## config.mk

```make
export PLATFORM = sky130hd
export DESIGN_NAME = multi_arbiter
export DESIGN_NICKNAME = d
export VERILOG_FILES = /design/src/rtl/multi_arbiter.sv
export SDC_FILE = /design/constraint.sdc
export NUM_CORES = 1
export LEC_CHECK = 0
export CAP_MARGIN = 20
export CORE_MARGIN = 2
export CORE_UTILIZATION = 38
export CTS_CLUSTER_SIZE = 20
export DETAILED_ROUTE_END_ITERATION = 8
export MAX_ROUTING_LAYER = met4
export PLACE_DENSITY = 0.87
export SLEW_MARGIN = 20
export SYNTH_ARGS = -nofsm -noshare
export SYNTH_HDL_FRONTEND = slang
export SYNTH_SLANG_ARGS = --single-unit
```

## constraint.sdc

```tcl
create_clock -name clock -period 5.55 [get_ports clock]
set_input_delay 1.3875 -clock clock [delete_from_list [all_inputs] [get_ports clock]]
set_output_delay 1.3875 -clock clock [all_outputs]
set_load 0.05 [all_outputs]
```

## src/rtl/multi_arbiter.sv

```systemverilog
// Round-robin front end for one shared multi-cycle compute unit: accepts a single
// request, starts the unit, waits for done (with timeout) and returns the result.
module multi_arbiter #(
   parameter int N_REQ   = 4,
   parameter int WIDTH   = 32,
   parameter int TIMEOUT = 15
) (
   input  logic                   clock,
   input  logic                   reset,
   input  logic [N_REQ-1:0]       req_valid,
   input  logic [N_REQ*WIDTH-1:0] req_data,
   output logic [N_REQ-1:0]       req_ready,
   output logic [N_REQ-1:0]       resp_valid,
   output logic [WIDTH-1:0]       resp_data,
   output logic                   resp_error,
   output logic                   unit_start,
   output logic [WIDTH-1:0]       unit_inp,
   output logic                   unit_reset,
   input  logic                   unit_done,
   input  logic [WIDTH-1:0]       unit_out,
   output logic                   busy,
   output logic [1:0]             o_dbg_state
);

   // Handshake: a request transfers in the IDLE cycle where req_valid[g] and
   // req_ready[g] are both high; req_ready is combinational and at most one-hot.
   localparam int GW = (N_REQ > 1) ? $clog2(N_REQ) : 1;
   localparam int CW = $clog2(TIMEOUT + 1);
   localparam logic [CW-1:0] C_LAST_WAIT = CW'(TIMEOUT - 1);
   localparam logic [GW-1:0] C_LAST_REQ  = GW'(N_REQ - 1);

   typedef enum logic [1:0] {
      S_IDLE  = 2'd0,
      S_ISSUE = 2'd1,
      S_WAIT  = 2'd2,
      S_RESP  = 2'd3
   } state_t;

   state_t            r_state;
   logic [GW-1:0]     r_last;
   logic [GW-1:0]     r_grant;
   logic [CW-1:0]     r_wait_cnt;
   logic              r_unit_start;
   logic [WIDTH-1:0]  r_unit_inp;
   logic [N_REQ-1:0]  r_resp_valid;
   logic [WIDTH-1:0]  r_resp_data;
   logic              r_resp_error;

   logic [GW-1:0]     w_winner;
   logic              w_any;
   logic [GW:0]       w_sum;
   logic [N_REQ-1:0]  w_win_onehot;
   logic [N_REQ-1:0]  w_grant_onehot;
   logic [WIDTH-1:0]  w_sel;

   // Scan downward so the candidate closest after r_last is the one that sticks.
   always_comb begin
      w_winner = r_last;
      w_any    = 1'b0;
      w_sum    = '0;
      for (int k = N_REQ; k >= 1; k--) begin
         w_sum = {1'b0, r_last} + (GW+1)'(k);
         if (w_sum >= (GW+1)'(N_REQ)) w_sum = w_sum - (GW+1)'(N_REQ);
         if (req_valid[w_sum[GW-1:0]]) begin
            w_any    = 1'b1;
            w_winner = w_sum[GW-1:0];
         end
      end
   end

   always_comb begin
      w_sel          = '0;
      w_win_onehot   = '0;
      w_grant_onehot = '0;
      w_win_onehot[w_winner]  = 1'b1;
      w_grant_onehot[r_grant] = 1'b1;
      for (int i = 0; i < N_REQ; i++)
         if (w_winner == GW'(i)) w_sel = req_data[i*WIDTH +: WIDTH];
   end

   always_ff @(posedge clock) begin
      if (reset) begin
         r_state      <= S_IDLE;
         r_last       <= C_LAST_REQ;
         r_grant      <= '0;
         r_wait_cnt   <= '0;
         r_unit_start <= 1'b0;
         r_unit_inp   <= '0;
         r_resp_valid <= '0;
         r_resp_data  <= '0;
         r_resp_error <= 1'b0;
      end else begin
         r_unit_start <= 1'b0;
         r_unit_inp   <= '0;
         r_resp_valid <= '0;
         r_resp_data  <= '0;
         r_resp_error <= 1'b0;
         case (r_state)
            S_IDLE: begin
               if (w_any) begin
                  r_grant      <= w_winner;
                  r_last       <= w_winner;
                  r_unit_start <= 1'b1;
                  r_unit_inp   <= w_sel;
                  r_state      <= S_ISSUE;
               end
            end
            S_ISSUE: begin
               r_wait_cnt <= '0;
               r_state    <= S_WAIT;
            end
            S_WAIT: begin
               // done takes precedence over a timeout landing in the same cycle
               if (unit_done) begin
                  r_resp_valid <= w_grant_onehot;
                  r_resp_data  <= unit_out;
                  r_state      <= S_RESP;
               end else if (r_wait_cnt == C_LAST_WAIT) begin
                  r_resp_valid <= w_grant_onehot;
                  r_resp_error <= 1'b1;
                  r_state      <= S_RESP;
               end else begin
                  r_wait_cnt <= r_wait_cnt + 1'b1;
               end
            end
            S_RESP: r_state <= S_IDLE;
            default: r_state <= S_IDLE;
         endcase
      end
   end

   assign req_ready   = (r_state == S_IDLE && w_any && !reset) ? w_win_onehot : '0;
   assign resp_valid  = r_resp_valid;
   assign resp_data   = r_resp_data;
   assign resp_error  = r_resp_error;
   assign unit_start  = r_unit_start;
   assign unit_inp    = r_unit_inp;
   assign unit_reset  = reset | (r_state == S_RESP && r_resp_error);
   assign busy        = (r_state != S_IDLE);
   assign o_dbg_state = r_state;

endmodule
```

==> results.cfg, run 1 <==
[outcome]
status = complete, no violations

[global_route]
antenna_found_initial = 0
grt_overflow = 0
grt_pass1_vias = 3646
grt_util_all_layers_pct = 23.1
grt_first_pass_wirelength_um = 17600
grt_max_degree = 38

[synthesis]
netlist.area_leader.share_pct = 46.7
syn_avg_cell_area_um2 = 9.36
syn_nets = 540
synth_top_area_cell = dfxtp_1
synthCells = 366
synthDistinctLibCells = 39
synth_top_cells_by_area = dfxtp_1 47%, o32ai_1 13%, and2_1 6.0%
syn_area_um2 = 3430
synth-seq-cells = 80
yosys_warnings = 0
ys_seq_area_share_pct = 46.7

[detailed_routing]
wire_per_inst_um = 16.4
via_count = 3727
firstDrtPassIters = 5
drt_wl_total_um = 11700
vias_per_cell = 5.24
ant_nets = 0
drtIter0Drc = 139
drcViolationCount = 0

[timing]
fin_setup_tns_ns = 0
fin_crit_sh_pct = 92.3
slew_viol_final = 0
rsz0062_at_grt = false
fmax_mhz = 195
worstMarginPinSlew_ns = 0.870
fin_skew_ns = 0.0106
hold_viol_final = 0
timing.hold.ws_ns = 0.484
setup_viol = 0
fin_crit_ns = 5.12
relSlewSlack_pct = 41.8

[cells_and_area]
regArea_um2 = 1600
area_growth_syn_to_layout_pct = 78.2
layout-drive-gt1-share_pct = 6.30
diodes = 0
multiInputGateArea_um2 = 1530
final_nets = 772
fillerInstances = 684
final_util_pct = 70.0

[floorplanning]
die_h_um = 99.0
io_pins = 245
die_area_um2 = 9790
rows = 34
start_util_pct = 39.3
die_x_um = 99.0
fp.coreArea_um2 = 8720

[placed_design]
gp_congestion = 0.916
numPortBuffers = 244
place_hpwl_um = 8870

[clock_network]
cts_max_level = 3
cts_sinks = 80
cts_tree = built
cts_max_path_buffers = 2
cts_buffers = 9
clk_latency_ns = 0.35
cts.clk_slew.worst_paths_ns = 0.08
cts_resized = 0
cts_root_buffer = clkbuf_8
cts_setup_buffers = 0
cts_hold_buf = 0

[critical_path]
crit_path_end_kind = primary output
r2r-start = r_last[1]
r2r_setup_slack_ns = 3.08
path_class = primary input to primary output
required_ns = 4.16
cp.arrival_ns = 3.74
r2r_end = unit_inp[30]
worstPathMaxFanout = 28
startpoint_type = primary input
reg2reg_depth = 5

[power_and_ir_drop]
p_leak_uw = 0.00239
vdd_drop_max_mv = 0.189
power_density_nw_per_um2 = 445

[hold_path]
worstHoldPathType = flop to flop
hold_end = resp_valid[2]
hold_start = r_grant[0]
worstHoldPathCells = 1

[run]
cap_violations = 0
worst max path at each step:
stage,from,endpoint,slack (ns),depth (start not counted)
2_1_floorplan,req_valid[1],req_ready[2],1.03,4
3_3_place_gp,req_valid[1],req_ready[3],0.52,7
3_5_place_dp,req_valid[1],req_ready[3],0.44,7
4_1_cts,req_valid[1],req_ready[3],0.43,7
5_1_grt,req_valid[1],req_ready[3],0.28,7
6_report,req_valid[1],req_ready[3],0.43,7
where the power goes:
group	internal [µW]	switching [µW]
Sequential	708	60.6
Clock	213	223
Combinational	537	978
stage by stage:
stage | worst slack (ns) | area (µm²) | std cells | total power (µW)
6_report | 0.426 | 6110 | 711 | 2720
5_1_grt | 0.279 | 6110 | 711 | 2850
3_3_place_gp | 0.518 | 5900 | 695 | 2260
2_1_floorplan | 1.03 | 3430 | 366 | 1790
3_5_place_dp | 0.443 | 5900 | 695 | 2290
4_1_cts | 0.433 | 6110 | 711 | 2730
state kept, by name, indices dropped and copies added, names as in the netlist:
name / flops
resp_data: 32
unit_inp: 32
r_wait_cnt: 4
o_dbg_state: 2
resp_valid: 4
r_last: 2
r_grant: 2
unit_start: 1
resp_error: 1
worst max-delay path, stage by stage:
cell	delay, ns
clkdlybuf4s50_1	0.64
nor4_2	0.11
nand2b_1	0.24
nor2_2	0.51
nand3_4	0.44
inv_1	0.24
buf_12	0.16
cells in the final DEF, fill, tap and decap left out, types with 3 or more instances in the layout:
cell	synthesis	routed
a31oi_1	3	3
o41ai_2	5	5
and2_1	33	33
ha_1	7	7
dfxtp_1	80	80
nand3_1	6	6
inv_1	34	34
buf_12	0	3
buf_4	7	7
clkbuf_8	0	9
o32ai_1	52	52
nor3_1	14	14
nand2_1	9	9
nor2_1	23	23
o21ai_0	3	3
clkdlybuf4s50_1	0	240
nand4_1	5	5
nand2b_1	5	5
and3_1	3	3
a21oi_1	31	31
a21o_1	3	3
synthesized netlist by cell type:
master    instances
nor4_2            1
nor2_2            1
o32ai_1          52
or2_2             1
buf_6             3
o21ai_1           2
clkbuf_1          7
and3_1            3
nor3b_1           1
a21o_1            3
a21oi_2           1
ha_1              7
o21ai_4           1
nor2_1           23
a31oi_1           3
and2_1           33
dfxtp_1          80
nand2b_1          5
nand3_2           1
xor2_1            1
buf_2            12
nor2b_1           2
a221oi_1          1
o41ai_2           5
nor3_1           14
nand2_1           9
a21oi_1          31
a211oi_1          1
nand3_1           6
xnor2_1           1
nand4_1           5
inv_1            34
nand3_4           1
o21bai_1          2
nor4b_1           1
or3b_1            1
o21ai_0           3
buf_4             7
o21a_1            1
cell families (layout without fill, tap and decap cells):
group	Yosys count	in the layout	share of synthesized area, %
AOI/OAI and AO/OA	106	106	24.0
xor gates and xnor gates	2	2	0.511
adders and majority gates	7	7	2.56
buffers and inverters	63	300	8.76
DFF	80	80	46.7
and+or+nand+nor	108	108	17.5
layer usage:
layer | vias to the layer above | routed length [µm] | GRT usage (%)
li1 | 1775 | - | -
met1 | 1693 | 4320 | 24.9
met2 | 224 | 5930 | 40.6
met3 | 35 | 1020 | 5.53
met4 | 0 | 398 | 9.69
met5 | - | 0 | -
area by class of cell:
class	instances	area share, %
Timing Repair Buffer	250	41.2
Clock inverter	7	1.29
Inverter	34	2.09
Multi-Input combinational cell	223	25.0
Sequential cell	80	26.2
Tap cell	108	2.21
Clock buffer	9	2.03
Power figures use the tool's default switching activity.
==> inputs of run 2 (changes only) <==
SLEW_MARGIN = default   (was 20)
==> results of run 2 <==
No change in the layout: final DEF, timing and power equal those of run 1.
==> inputs of run 3 (changes only) <==
SKIP_CTS_REPAIR_TIMING = 1   (was default)
==> results of run 3 <==
No change in the layout: final DEF, timing and power equal those of run 1.
